**src/rtl/sdram_port_arbiter.sv**
```systemverilog
// Round-robin N-port front end for the SDRAM controller bus: one transaction in flight,
// registered ram_* request held until accept, ack timeout completes with an error.
`timescale 1ns/1ps
module sdram_port_arbiter #(
  parameter int NUM_PORTS = 2,
  parameter int ADDR_W    = 32,
  parameter int DATA_W    = 32,
  parameter int TIMEOUT   = 1024
) (
  input  logic                            clk_ram,
  input  logic                            rst,
  input  logic [NUM_PORTS*(DATA_W/8)-1:0] port_wr_i,
  input  logic [NUM_PORTS-1:0]            port_rd_i,
  input  logic [NUM_PORTS*ADDR_W-1:0]     port_addr_i,
  input  logic [NUM_PORTS*DATA_W-1:0]     port_write_data_i,
  output logic [NUM_PORTS-1:0]            port_accept_o,
  output logic [NUM_PORTS-1:0]            port_ack_o,
  output logic [NUM_PORTS-1:0]            port_error_o,
  output logic [NUM_PORTS*DATA_W-1:0]     port_read_data_o,
  output logic [(DATA_W/8)-1:0]           ram_wr_o,
  output logic                            ram_rd_o,
  output logic [ADDR_W-1:0]               ram_addr_o,
  output logic [DATA_W-1:0]               ram_write_data_o,
  input  logic [DATA_W-1:0]               ram_read_data_i,
  input  logic                            ram_accept_i,
  input  logic                            ram_ack_i,
  input  logic                            ram_error_i
);

  localparam int STRB_W = DATA_W / 8;
  localparam int PTR_W  = (NUM_PORTS > 1) ? $clog2(NUM_PORTS) : 1;
  localparam int CNT_W  = $clog2(TIMEOUT);

  typedef enum logic [1:0] {IDLE, ISSUE, WAIT_ACK} state_t;

  state_t               state;
  logic [PTR_W-1:0]     rr;
  logic [PTR_W-1:0]     grant;
  logic                 txn_rd;
  logic [CNT_W-1:0]     cnt;

  logic [NUM_PORTS-1:0] req;
  logic                 gnt_vld;
  logic [PTR_W-1:0]     gnt_idx;
  logic [PTR_W-1:0]     cand;

  always_comb begin
    for (int p = 0; p < NUM_PORTS; p++) begin
      req[p] = port_rd_i[p] | (|port_wr_i[p*STRB_W +: STRB_W]);
    end
  end

  // Scan from the farthest candidate down so the port nearest rr+1 is assigned last and wins.
  always_comb begin
    gnt_vld = 1'b0;
    gnt_idx = '0;
    cand    = '0;
    for (int i = NUM_PORTS; i >= 1; i--) begin
      cand = PTR_W'((int'(rr) + i) % NUM_PORTS);
      if (req[cand]) begin
        gnt_vld = 1'b1;
        gnt_idx = cand;
      end
    end
  end

  always_ff @(posedge clk_ram or posedge rst) begin
    if (rst) begin
      state            <= IDLE;
      rr               <= PTR_W'(NUM_PORTS - 1);
      grant            <= '0;
      txn_rd           <= 1'b0;
      cnt              <= '0;
      port_accept_o    <= '0;
      port_ack_o       <= '0;
      port_error_o     <= '0;
      port_read_data_o <= '0;
      ram_wr_o         <= '0;
      ram_rd_o         <= 1'b0;
      ram_addr_o       <= '0;
      ram_write_data_o <= '0;
    end else begin
      port_accept_o <= '0;
      port_ack_o    <= '0;
      case (state)
        IDLE: begin
          if (gnt_vld) begin
            ram_wr_o         <= port_wr_i[gnt_idx*STRB_W +: STRB_W];
            ram_rd_o         <= port_rd_i[gnt_idx];
            ram_addr_o       <= port_addr_i[gnt_idx*ADDR_W +: ADDR_W];
            ram_write_data_o <= port_write_data_i[gnt_idx*DATA_W +: DATA_W];
            txn_rd           <= port_rd_i[gnt_idx];
            grant            <= gnt_idx;
            rr               <= gnt_idx;
            state            <= ISSUE;
          end
        end
        ISSUE: begin
          if (ram_accept_i) begin
            ram_wr_o             <= '0;
            ram_rd_o             <= 1'b0;
            port_accept_o[grant] <= 1'b1;
            port_error_o[grant]  <= 1'b0;
            cnt                  <= '0;
            // A same-edge ack completes immediately; its error overrides the accept clear.
            if (ram_ack_i) begin
              port_ack_o[grant]   <= 1'b1;
              port_error_o[grant] <= ram_error_i;
              if (txn_rd) begin
                port_read_data_o[grant*DATA_W +: DATA_W] <= ram_read_data_i;
              end
              state <= IDLE;
            end else begin
              state <= WAIT_ACK;
            end
          end
        end
        WAIT_ACK: begin
          if (ram_ack_i) begin
            port_ack_o[grant]   <= 1'b1;
            port_error_o[grant] <= ram_error_i;
            if (txn_rd) begin
              port_read_data_o[grant*DATA_W +: DATA_W] <= ram_read_data_i;
            end
            state <= IDLE;
          end else if (cnt == CNT_W'(TIMEOUT - 1)) begin
            port_ack_o[grant]   <= 1'b1;
            port_error_o[grant] <= 1'b1;
            state               <= IDLE;
          end else begin
            cnt <= cnt + 1'b1;
          end
        end
        default: state <= IDLE;
      endcase
    end
  end

endmodule

```
**config.mk**
```make
export PLATFORM = sky130hd
export DESIGN_NAME = sdram_port_arbiter
export DESIGN_NICKNAME = d
export VERILOG_FILES = /design/src/rtl/sdram_port_arbiter.sv
export SDC_FILE = /design/constraint.sdc
export NUM_CORES = 1
export LEC_CHECK = 0
export CORE_UTILIZATION = 42
export DETAILED_ROUTE_END_ITERATION = 7
export GPL_TIMING_DRIVEN = 0
export PLACE_DENSITY_LB_ADDON = 0.12
export SLEW_MARGIN = 20
export SYNTH_ARGS = -nofsm -noshare
export SYNTH_HDL_FRONTEND = slang
export SYNTH_SLANG_ARGS = --single-unit
```
**constraint.sdc**
```tcl
create_clock -name clk_ram -period 6.5 [get_ports clk_ram]
set_input_delay 1.95 -clock clk_ram [delete_from_list [all_inputs] [get_ports clk_ram]]
set_output_delay 1.95 -clock clk_ram [all_outputs]
set_load 0.005 [all_outputs]
```
==> impl_metrics.env <==
export IMPL_finalHoldViolCount=0
export IMPL_antenna_found_initial=1
export IMPL_dieArea_sq_um=17100
export IMPL_placed_cell_area_sq_um=10400
export IMPL_worstSetupPathType="in2reg"
export IMPL_die_h_um=131
export IMPL_core_area_sq_um=16100
export IMPL_syn_area_per_cell_sq_um=11.7
export IMPL_cts_tree="yes"
export IMPL_rsz0062_at_grt="false"
export IMPL_drive_above_1_share_pct=13.6
export IMPL_n_antenna_cell=0
export IMPL_crit_required_ns=6.79
export IMPL_firstDrtPassIters=5
export IMPL_grt_pass1_wl_mm=35.6
export IMPL_syn_cell_area_sq_um=6980
export IMPL_gp_congestion=0.826
export IMPL_critPathSlowestCell="or4_1"
export IMPL_worst_hold_path_type="reg2reg"
export IMPL_total_power_w=0.00503
export IMPL_synth_area_leaders="dfrtp_1, mux2_2, a2bb2oi_1"
export IMPL_vias=6557
export IMPL_crit_path_end_kind="flop"
export IMPL_hold_buffers=0
export IMPL_crit_fanout=10
export IMPL_ant_nets=0
export IMPL_route_top_layer_used="met5"
export IMPL_synth_warnings=0
export IMPL_fin_util_pct=68.3
export IMPL_setup_worst_path_start_class="input port"
export IMPL_critical_path_top_delay_family="buffers and inverters"
export IMPL_cts_buffers=17
export IMPL_wl_per_cell_um=20.4
export IMPL_nNetsFinal=1105
export IMPL_first_global_vias=6733
export IMPL_worst_pin_slew_ns=0.792
export IMPL_fin_skew_ns=0.0101
export IMPL_ys_seq_area_share_pct=55.3
export IMPL_drtIter0Drc=485
export IMPL_route_met2_wl_mm=11.6
export IMPL_power_density_nw_per_um2=458
export IMPL_area_growth_syn_to_layout_pct=57.2
export IMPL_ys_flop_type="dfrtp_1"
export IMPL_p_sw_w=0.00167
export IMPL_synthTopCellsByCount="dfrtp_1, a31oi_1, mux2_2"
export IMPL_yosysTopAreaCell="dfrtp_1"
export IMPL_ios=314
export IMPL_synth_edf_count=0
export IMPL_postCtsResizedCells=0
export IMPL_slowest_delay_ns=0.54
export IMPL_intPower_w=0.00335
export IMPL_p_comb_share_pct=48.0
export IMPL_clkPwrFrac_pct=19.0
export IMPL_sw_frac_of_total_pct=33.3
export IMPL_clkSinkCount=154
export IMPL_wirelength_met1_mm=9.34
export IMPL_grt_max_degree=96
export IMPL_crit_buf_inv=4
export IMPL_worst_path_most_repeated_cell="clkbuf_1"
export IMPL_slew_viol_final=0
export IMPL_wl_met3_mm=1.80
export IMPL_setup_viol=0
export IMPL_grt_ovfl_total=0
export IMPL_p_leak_nw=4.48
export IMPL_grt_use_total_pct=27.7
export IMPL_cp_cell_sequence="clkdlybuf4s50_1 -> or4_1 -> clkbuf_1 -> o21a_1 -> clkbuf_1 -> clkbuf_1 -> o21ai_0 -> a2bb2oi_1"
export IMPL_clkLatencyLatePin_ns=0.43
export IMPL_min_period_ns=4.07
export IMPL_routed_wl_mm=23.5
export IMPL_synth_distinct_cells=53
export IMPL_cts_setup_buffers=0
export IMPL_cts_root_buf="clkbuf_16"
export IMPL_run_status="completed"
export IMPL_seq_area_sq_um=3850
export IMPL_syn_inst=594
export IMPL_arrival_ns=4.36
export IMPL_maxSlewHeadroom_pct=46.8
export IMPL_period_share_pct=62.6
export IMPL_max_cap_violations=0
export IMPL_multi_input_comb_area_sq_um=2840
export IMPL_synth_fp_nets=773
export IMPL_yosysMostFrequentCell="dfrtp_1"
export IMPL_dp_hpwl_mm=17.3
export IMPL_cts_buffer_depth=2
export IMPL_die_width_um=131
export IMPL_clk_pin_slew_worst_paths_ns=0.06
export IMPL_clock_fmax_ghz=0.246
export IMPL_initial_core_util_pct=43.4
export IMPL_num_fill_cells=1128
export IMPL_finalInstanceArea_sq_um=11000
export IMPL_seq_power_share_pct=33.0
export IMPL_fp_row_count=46
export IMPL_yosysTopAreaCellShare_pct=54.9
export IMPL_ys_seq_elements=154
export IMPL_ys_async_sr_fraction_pct=100
export IMPL_drc=0
export IMPL_viasPerCell=5.68
export IMPL_portBuffers=312
export IMPL_vdd_drop_max_mv=0.244
export IMPL_h_tree_depth=4
placed cells by master, fill, tap and decap left out, drive strengths merged, types with 3 or more instances in the layout:
| master | n |
|---|---|
| a31oi | 68 |
| mux2 | 67 |
| nand3 | 3 |
| o221ai | 4 |
| dfrtp | 153 |
| clkdlybuf4s50 | 312 |
| mux2i | 3 |
| o21ai | 67 |
| nand3b | 5 |
| nor2 | 9 |
| ha | 4 |
| nand4 | 4 |
| nand2b | 5 |
| o31ai | 3 |
| inv | 15 |
| nor2b | 3 |
| buf | 25 |
| or4 | 5 |
| clkinv | 7 |
| a2bb2oi | 64 |
| nor3 | 3 |
| nand4b | 3 |
| clkbuf | 52 |
| nand2 | 13 |
| a21oi | 7 |
| and4 | 5 |
layout make-up:
class                      instances  area share, %
timing repair buffer             313           28.7
multi-input combinational        373           25.9
buffer                            59           2.32
sequential                       154           35.2
tap                              216           2.46
inverter                           8          0.342
clock inverter                    15           1.24
clock buffer                      17           3.88
logic make-up after synthesis:
family	after synthesis	share of synthesized area [%]
flip-flops	154	55.3
buffers and inverters	67	4.07
adder cells (fa/ha/maj)	4	0.717
AND/OR/NAND/NOR	66	5.60
AO/OA/AOI/OAI	233	23.1
multiplexers	70	11.2
final timing paths:
check | from | to | slack [ns] | depth (start not counted)
max reg2reg | state[0] | port_read_data_o[6] | 3.77 | 7
max in group asynchronous | rst | ram_write_data_o[24] | 3.72 | 3
min reg2reg | port_read_data_o[36] | port_read_data_o[36] | 0.50 | 1
max | port_wr_i[1] | ram_addr_o[20] | 2.43 | 8
min | port_read_data_o[36] | port_read_data_o[36] | 0.50 | 1
min in group asynchronous | rst | async pin | 1.94 | 2
metrics by stage:
| stage | std cells | worst slack, ns | hold slack [ns] | TNS, ns |
|---|---|---|---|---|
| finish | 1155 | 2.43 | 0.504 | 0 |
| global route | 1155 | 2.29 | 0.522 | 0 |
| CTS | 1155 | 2.50 | 0.507 | 0 |
| detailed placement | 1123 | 2.06 | 0.492 | 0 |
| global placement | 1122 | -1.62 | 0.487 | -246.41 |
| floorplan | 594 | 0.402 | 0.471 | 0 |
layer usage:
metal  vias up  GRT usage (%)
li1       2948              -
met1      3242           33.3
met2       311           45.8
met3        54           8.06
met4         2           12.6
met5         -              0
worst reg2reg max path, delay by kind of cell, from the launching register on:
kind                       cells  cell delay [ns]
DFF                            1             0.38
muxes                          2             0.56
and+or+nand+nor                1             0.64
adders and majority gates      1             0.22
buffers and inverters          3             0.83
state kept, by name, summed over array words and instances (netlist names), named ones only:
name              flops
port_read_data_o     64
state                 2
ram_wr_o              4
rr                    1
ram_rd_o              1
cnt                  10
ram_addr_o           32
port_ack_o            2
port_accept_o         2
txn_rd                1
grant                 1
ram_write_data_o     32
power by group through the flow:
stage | logic (W) | clock network (W) | registers (W)
final | 0.00241 | 0.000955 | 0.00166
after global routing | 0.00260 | 0.00101 | 0.00171
after floorplan | 0.00110 | 0 | 0.00166
after CTS | 0.00242 | 0.000972 | 0.00166
after global placement | 0.00235 | 0 | 0.00164
after detailed placement | 0.00241 | 0 | 0.00166
(Power assumes the default switching activity.)
